--- src/rtl/usb_rx_data_buffer.sv ---
// Receive-side byte FIFO between usb_rx and the AHB-lite slave.
// First-word fall-through head, occupancy counter, sticky overrun/underrun.
module usb_rx_data_buffer #(
    parameter int DEPTH = 64,
    parameter int WIDTH = 8,
    parameter int OCC_W = $clog2(DEPTH) + 1
) (
    input  logic             clk,
    input  logic             rst,
    input  logic             flush,
    input  logic             clear,
    input  logic             store_rx_packet_data,
    input  logic [WIDTH-1:0] rx_packet_data,
    input  logic             get_rx_data,
    output logic [WIDTH-1:0] rx_data,
    output logic [OCC_W-1:0] buffer_occupancy,
    output logic             buffer_empty,
    output logic             buffer_full,
    output logic             overrun,
    output logic             underrun
);

    localparam int PTR_W = $clog2(DEPTH);

    logic [WIDTH-1:0] mem [DEPTH];
    logic [PTR_W-1:0] wr_ptr;
    logic [PTR_W-1:0] rd_ptr;
    logic [OCC_W-1:0] occ;
    logic             overrun_q;
    logic             underrun_q;
    logic             wr_en;
    logic             rd_en;
    logic             empty;
    logic             full;

    assign empty = (occ == '0);
    assign full  = (occ == OCC_W'(DEPTH));

    // A pop in the same cycle frees the slot a full-buffer write lands in.
    assign rd_en = get_rx_data && !empty;
    assign wr_en = store_rx_packet_data && (!full || rd_en);

    // NOTE: the array is cleared only by rst; flush/clear just rewind the
    // pointers, so the storage needs no per-entry reset on the flush path.
    always_ff @(posedge clk) begin
        if (rst) begin
            wr_ptr     <= '0;
            rd_ptr     <= '0;
            occ        <= '0;
            overrun_q  <= 1'b0;
            underrun_q <= 1'b0;
            for (int i = 0; i < DEPTH; i++) begin
                mem[i] <= '0;
            end
        end else if (flush || clear) begin
            wr_ptr     <= '0;
            rd_ptr     <= '0;
            occ        <= '0;
            overrun_q  <= 1'b0;
            underrun_q <= 1'b0;
        end else begin
            if (wr_en) begin
                mem[wr_ptr] <= rx_packet_data;
                wr_ptr      <= wr_ptr + PTR_W'(1);
            end
            if (rd_en) begin
                rd_ptr <= rd_ptr + PTR_W'(1);
            end
            unique case ({wr_en, rd_en})
                2'b10:   occ <= occ + OCC_W'(1);
                2'b01:   occ <= occ - OCC_W'(1);
                default: occ <= occ;
            endcase
            if (store_rx_packet_data && !wr_en) begin
                overrun_q <= 1'b1;
            end
            if (get_rx_data && empty) begin
                underrun_q <= 1'b1;
            end
        end
    end

    assign rx_data          = empty ? '0 : mem[rd_ptr];
    assign buffer_occupancy = occ;
    assign buffer_empty     = empty;
    assign buffer_full      = full;
    assign overrun          = overrun_q;
    assign underrun         = underrun_q;

endmodule
--- config.mk ---
export PLATFORM = sky130hd
export DESIGN_NAME = usb_rx_data_buffer
export DESIGN_NICKNAME = d
export VERILOG_FILES = /design/src/rtl/usb_rx_data_buffer.sv
export SDC_FILE = /design/constraint.sdc
export NUM_CORES = 1
export LEC_CHECK = 0
export ABC_CLOCK_PERIOD_IN_PS = 5300
export CAP_MARGIN = 20
export CELL_PAD_IN_SITES_DETAIL_PLACEMENT = 0
export CELL_PAD_IN_SITES_GLOBAL_PLACEMENT = 1
export CORE_MARGIN = 2
export CORE_UTILIZATION = 58
export CTS_BUF_LIST = sky130_fd_sc_hd__clkbuf_2 sky130_fd_sc_hd__clkbuf_4 sky130_fd_sc_hd__clkbuf_8
export CTS_CLUSTER_SIZE = 12
export DETAILED_ROUTE_END_ITERATION = 8
export PLACE_DENSITY = 0.81
export SLEW_MARGIN = 0
export SYNTH_ARGS = -nofsm -noshare
export SYNTH_HDL_FRONTEND = slang
export SYNTH_SLANG_ARGS = --single-unit
--- constraint.sdc ---
create_clock -name clk -period 5.3 [get_ports clk]
set_clock_uncertainty 0.05 [all_clocks]
set_input_delay 0.53 -clock clk [delete_from_list [all_inputs] [get_ports clk]]
set_output_delay 0.53 -clock clk [all_outputs]
set_load 0.02 [all_outputs]
==> results.md, run 1 <==
* Status: finished, final reports clean
* Critical path launch point type: flop
* Slew HR at roughly 37%
* Worst r2r src: buffer_occupancy[2]$_SDFFE_PP0P_
* R2R Setup Slk at 1.55 ns
* Die ar. at approximately 0.045 mm^2
* Routed length per instance at ~26 um
* R2R depth at 10
* First-pass GRT wire length at around 92000 um
* Switching share of power at roughly 22%
* # IOs at 33
* Layout cells sized above 1 at between 20% and 30%
* Synth top cells by count: and2_1, edfxtp_1, mux4_2
* Clock Latency Late Sink at 0.67 ns
* Post-synth EDFFs at about 500
* Setup-failing EPs final at 0
* Worst slew pin tran at around 0.95 ns
* RSZ-0062 raised after global routing: false
* DR pass1 iterations at 6
* Die H at between 200 and 250 um
* Post-DRT Antenna Nets at 0
* IO buf count at 32
* Vias in the first global route at approximately 15000
* Via count at approximately 14000
* Clock Tree Root: clkbuf_8
* Cell-internal power at approximately 6900 uW
* Pleak at between 0.009 and 0.01 uW
* CTS tree: yes
* Slowest CP cell: dfxtp_1
* Starting Density at between 50% and 60%
* Overflow after GRT at 0
* Leading area contributor after synthesis: edfxtp_1
* Crit end category: output pin
* Clock power share at 40.4%
* Clk sinks at 539
* Worst Hold End: overrun$_SDFFE_PP0P_
* Horiz. Die Dim at around 210 um
* Async S/R FF share, synth at 0%
* Hold Crit Start: rst
* CTS Buf Count at 87
* NetSw at 1950 uW
* Initial antenna violation count at 0
* H-Tree Depth at 3
* FMAX at 205 MHz
* Max-slew violations at 0
* #FFs+latches synth at around 540
* Minimum clock period at between 4 and 5 ns
* Tot Pwr at ~8800 uW
* Fraction of power consumed by sequential logic at about 56%
* Crit path required time at around 4.7 ns
* # rows at 76
* Reg2reg end: buffer_occupancy[6]$_SDFFE_PP0P_
* Synthesized area at roughly 0.025 mm^2
* Initial drt markers at 1438
* Cell Pwr Density at approximately 320 mW/mm^2
* P&R area growth vs syn at 10.6%
* Syn Area/Cell at ~15 um^2
* Logic pwr share at approximately 4.1%
* GPL Wtd Cong at just over 0.8
* Gates resized, CTS repair at 0
* Final Hold Viols at 0
* Top cells by area, synth: edfxtp_1, and2_1, mux4_2
* Tot GR Track Use at approximately 29%
* Clock buffer depth at 3
* Top-area cell type share of the netlist area at 61.4%
* Final worst-path cycle share at about 92%
* Core box area at 0.0429 mm^2
* Maximum vdd drop at approximately 240 uV
* Main synth FF type: edfxtp_1
* Critical Path Fanout Max at 16
* DR DRC count at 0
* Post-detail-place hpwl at around 38000 um
* Worst Path Class, Setup: flop to output pin
* Overall routed net length at a little over 60000 um
* Reg clk slew, reported paths at 0.06 ns
* Synth Warn # at 0
* Most common cell in the netlist: and2_1
* Cell count of the worst hold path at 4
* Worst hold-check path type: input port to flop
* Synthesized Nets at between 1500 and 2000
* Drt via density at about 6
* CTS Hold Buffers Added at 0
* Cells after Synth at 1696
* Sequential area share after synthesis at 63.5%
* Nets at about 1800
* CP Cell Sequence: nor2b_1 > buf_4 > a22oi_1 > a21boi_0 > o21ai_0 > o211ai_1 > clkdlybuf4s50_1
* Largest net degree at the start of global routing at 65
* Critical Path AT at 4.29 ns
* Post-synth cell types at 65
* # Post-CTS Setup Buffers at 0
* Setup_tns at 0 ns
* Worst path max stage delay at ~0.93 ns
* Total of max-cap violations at 0
* Filler cell count in the final layout at 3134
[state kept, by name, indices dropped and copies added (netlist names), named ones only]
register	count
wr_ptr	6
overrun	1
rd_ptr	6
mem	512
underrun	1
buffer_occupancy	7
[cells in the final DEF, fill, tap and decap left out, drive strengths merged, types with 3 or more instances in the layout]
| cell | n |
|---|---|
| a211o | 6 |
| a211oi | 4 |
| a21boi | 3 |
| a21o | 3 |
| a21oi | 12 |
| a221oi | 12 |
| a22o | 13 |
| a22oi | 8 |
| and2 | 515 |
| buf | 67 |
| clkbuf | 122 |
| clkdlybuf4s50 | 23 |
| clkinv | 33 |
| clkinvlp | 3 |
| dfxtp | 27 |
| edfxtp | 512 |
| ha | 7 |
| inv | 3 |
| mux2 | 6 |
| mux2i | 7 |
| mux4 | 128 |
| nand2 | 16 |
| nand2b | 7 |
| nand3 | 17 |
| nand3b | 3 |
| nand4 | 6 |
| nor2 | 89 |
| nor2b | 10 |
| nor3 | 13 |
| nor4 | 3 |
| o2111ai | 6 |
| o21ai | 16 |
| o221ai | 12 |
| o22ai | 8 |
| or2 | 65 |
| or3 | 6 |
| xor2 | 6 |
[cells by family (layout without fill, tap and decap cells)]
| logic type | count (synthesis) | after routing | share of synthesized area, % |
|---|---|---|---|
| adders and majority gates | 8 | 8 | 0.429 |
| and+or+nand+nor | 757 | 757 | 18.0 |
| buffers and inverters | 128 | 253 | 2.25 |
| DFF | 539 | 539 | 63.5 |
| muxes | 141 | 141 | 12.1 |
| xor gates and xnor gates | 8 | 8 | 0.280 |
| AOI/OAI and AO/OA | 115 | 115 | 3.52 |
| other | 0 | 1 | 0 |
[layer usage]
metal / vias up / track usage, % / part of all wire, %
li1: 6408 / - / -
met1: 7369 / 40.2 / 42
met2: 585 / 45.1 / 47
met3: 92 / 6.25 / 8.2
met4: 0 / 9.06 / 2.5
met5: - / 0 / 0
[per-stage QoR]
stage / cell area, um^2 / setup slack [ns] / std cells / util (%) / hold slack (ns)
floorplan: 25100 / 1.99 / 1696 / - / 0.431
global placement: 26000 / 1.20 / 2246 / 60.6 / 0.406
detailed placement: 26000 / 1.18 / 2246 / 60.6 / 0.408
CTS: 27700 / 0.504 / 2406 / 64.6 / 0.251
global route: 27700 / 0.363 / 2406 / 64.6 / 0.295
finish: 27700 / 0.431 / 2407 / 64.6 / 0.282
[cell type report]
cell class / count / area [um^2] / share of cell area, %
Sequential cell: 539 / 15900 / 57.5
Multi-Input combinational cell: 1029 / 8580 / 31.0
Clock buffer: 122 / 1490 / 5.38
Timing Repair Buffer: 90 / 748 / 2.70
Tap cell: 585 / 732 / 2.64
Clock inverter: 38 / 218 / 0.786
Inverter: 3 / 16.3 / 0.0587
Antenna cell: 1 / 2.50 / 0.00903
[worst max path at each step]
stage | start | endpoint | slack [ns]
5_1_grt | flop | rx_data[5] | 0.36
3_3_place_gp | flop | rx_data[5] | 1.20
6_report | flop | rx_data[5] | 0.43
2_1_floorplan | buffer_occupancy[2]$_SDFFE_PP0P_ | buffer_occupancy[6]$_SDFFE_PP0P_ | 1.99
3_5_place_dp | flop | rx_data[5] | 1.18
4_1_cts | flop | rx_data[5] | 0.50
[power groups by stage]
stage               Combinational [uW]  Clock, uW  Sequential [uW]
detailed placement                 360          0             4970
floorplan                          233          0             4940
global route                       381       3780             4900
CTS                                361       3600             4890
finish                             359       3560             4890
global placement                   356          0             4970
[critical path: cells and delay by family (launching register included)]
family          cells  cell delay [ns]
buf+inv             2             1.07
compound gates      4             0.82
simple gates        1             0.77
flops               1             0.93
(Power assumes the default switching activity.)
==> inputs of run 2 (changes only) <==
Settings changed: SKIP_CTS_REPAIR_TIMING from default to 1.
==> results of run 2 <==
No change in the layout: final DEF, timing and power equal those of run 1.
==> inputs of run 3 (changes only) <==
Settings changed: CAP_MARGIN 20 to 15, CORE_UTILIZATION 58 to 50, PLACE_DENSITY 0.81 to 0.71, SLEW_MARGIN 0 to default.
==> results.md, run 3 (same netlist as run 1, synthesis figures left out) <==
* Status: finished, final reports clean (unchanged)
* R2R Setup Slk at 1.62 ns (was 1.55 ns)
* Cell Pwr Density at 324 mW/mm^2 (was 318 mW/mm^2)
* Max reg flops at 512 (unchanged)
* Core box area at 0.0499 mm^2 (was 0.0429 mm^2)
* DR DRC count at 0 (unchanged)
* Crit path required time at 4.72 ns (about the same)
* Vias in the first global route at 14600 (was 14500)
* CP Cell Sequence: and2_1 > a22oi_1 > a21boi_0 > o21ai_0 > o211ai_1 > clkdlybuf4s50_1 (was nor2b_1 > buf_4 > a22oi_1 > a21boi_0 > o21ai_0 > o211ai_1 > clkdlybuf4s50_1)
* Pleak at 0.00955 uW (was 0.00963 uW)
* Worst hold-check path type: flop to flop (was input port to flop)
* Critical Path Fanout Max at 16 (unchanged)
* Max-slew violations at 0 (unchanged)
* Most frequent cells in the layout: and2_1, edfxtp_1, mux4_2 (unchanged)
* Overall routed net length at 61200 um (was 61800 um)
* Initial antenna violation count at 0 (unchanged)
* Worst Path Class, Setup: flop to output pin (unchanged)
* Die ar. at 0.0519 mm^2 (was 0.0449 mm^2)
* Crit end category: output pin (unchanged)
* Drt via density at 5.70 (was 6.00)
* FMAX at 200 MHz (was 205 MHz)
* Post-DRT Antenna Nets at 0 (unchanged)
* Worst path max stage delay at 0.91 ns (was 0.93 ns)
* Horiz. Die Dim at 228 um (was 212 um)
* RSZ-0062 raised after global routing: false (unchanged)
* Post-detail-place hpwl at 38000 um (was 38300 um)
* Clk sinks at 539 (unchanged)
* DR pass1 iterations at 5 (was 6)
* Total of max-cap violations at 0 (unchanged)
* Starting Density at 50.3% (was 58.4%)
* Initial drt markers at 1322 (was 1438)
* Buffers & Inverters on Critical Path at 1 (was 2)
* Post-route cell area at 0.0277 mm^2 (about the same)
* Final worst-path cycle share at 94.4% (was 91.9%)
* Crit path max-delay family: compound AO/OA/AOI/OAI gates (was buffers and inverters)
* Commonest non-fill, non-tap cell in the layout: and2_1 (unchanged)
* Pre-CTS WS at 1.23 ns (was 1.18 ns)
* Critical path launch point type: flop (unchanged)
* H-Tree Depth at 3 (unchanged)
* GPL Wtd Cong at 0.834 (was 0.807)
* Slack of the critical path at 0.297 ns (was 0.431 ns)
* P&R area growth vs syn at 10.7% (was 10.6%)
* # IOs at 33 (unchanged)
* Overflow after GRT at 0 (unchanged)
* First-pass GRT wire length at 92300 um (was 92200 um)
* Slew HR at 31.7% (was 36.7%)
* CTS tree: yes (unchanged)
* Cell area after placement at 0.0259 mm^2 (was 0.0260 mm^2)
* Largest net degree at the start of global routing at 65 (unchanged)
* Worst slew pin tran at 1.02 ns (was 0.948 ns)
* Maximum vdd drop at 196 uV (was 243 uV)
* # rows at 82 (was 76)
* Slowest CP cell: and2_1 (was dfxtp_1)
* Minimum clock period at 5.00 ns (was 4.87 ns)
* Routed length per instance at 24.8 um (was 25.7 um)
* Die H at 228 um (was 212 um)
* IO buf count at 32 (unchanged)
* Setup-failing EPs final at 0 (unchanged)
* Most flops, register: mem (unchanged)
* Via count at 14100 (was 14500)
* Number of inserted diodes at 0 (was 1)
* Nets at 1747 (was 1772)
* Clock Latency Late Sink at 0.67 ns (about the same)
* Clock Tree Root: clkbuf_8 (unchanged)
* Layout cells sized above 1 at 22.5% (was 23.1%)
* Critical Path AT at 4.42 ns (was 4.29 ns)
* Tot GR Track Use at 24.0% (was 28.6%)
* Reg clk slew, reported paths at 0.06 ns (about the same)
* Final core area utilization at 55.6% (was 64.6%)
* CTS Buf Count at 89 (was 87)
* Clock buffer depth at 3 (unchanged)
* Final Hold Viols at 0 (unchanged)
* Setup_tns at 0 ns (unchanged)
## run 3: cell types whose count changed in the layout (fill, tap and decap cells not counted), sizes merged
| cell | before | now |
|---|---|---|
| diode | 1 | 0 |
| clkinv | 33 | 32 |
| bufinv | 2 | 4 |
| inv | 3 | 6 |
| clkbuf | 122 | 123 |
| buf | 67 | 40 |
## run 3: stage by stage
stage	total power, uW	instances	hold WS (ns)
2_1_floorplan	5170	1696	0.431
3_3_place_gp	5320	2306	0.416
3_5_place_dp	5330	2306	0.410
4_1_cts	9070	2471	0.439
5_1_grt	9280	2471	0.465
6_report	9000	2471	0.435
## run 3: worst paths after layout
check,start,endpoint,cells past startpoint
setup reg to reg,buffer_occupancy[2]$_SDFFE_PP0P_,buffer_occupancy[6]$_SDFFE_PP0P_,10
hold / removal,overrun$_SDFFE_PP0P_,overrun$_SDFFE_PP0P_,1
hold reg to reg,overrun$_SDFFE_PP0P_,overrun$_SDFFE_PP0P_,1
setup / recovery,flop,rx_data[5],6
## run 3: layer usage
layer	GRT usage, %	share of wire, %	vias up
met5	0	0	-
met4	7.88	2.8	0
met3	5.74	6.1	113
met2	39.4	49	418
met1	31.9	42	7205
li1	-	-	6348
## run 3: power breakdown
part | internal [uW] | switching [uW] | total (uW)
logic | 118 | 238 | 356
clock network | 2050 | 1700 | 3760
registers | 4830 | 59.4 | 4890
total | 7000 | 2000 | 9000
## run 3: final cells by class
cell class              count  area [um^2]
clock buffers             123         1510
clock inverters            42          307
fillers                  4133        22100
inverters                   3         16.3
multi-input cells        1029         8580
flip-flops and latches    539        15900
well taps                 672          841
repair buffers             63          563
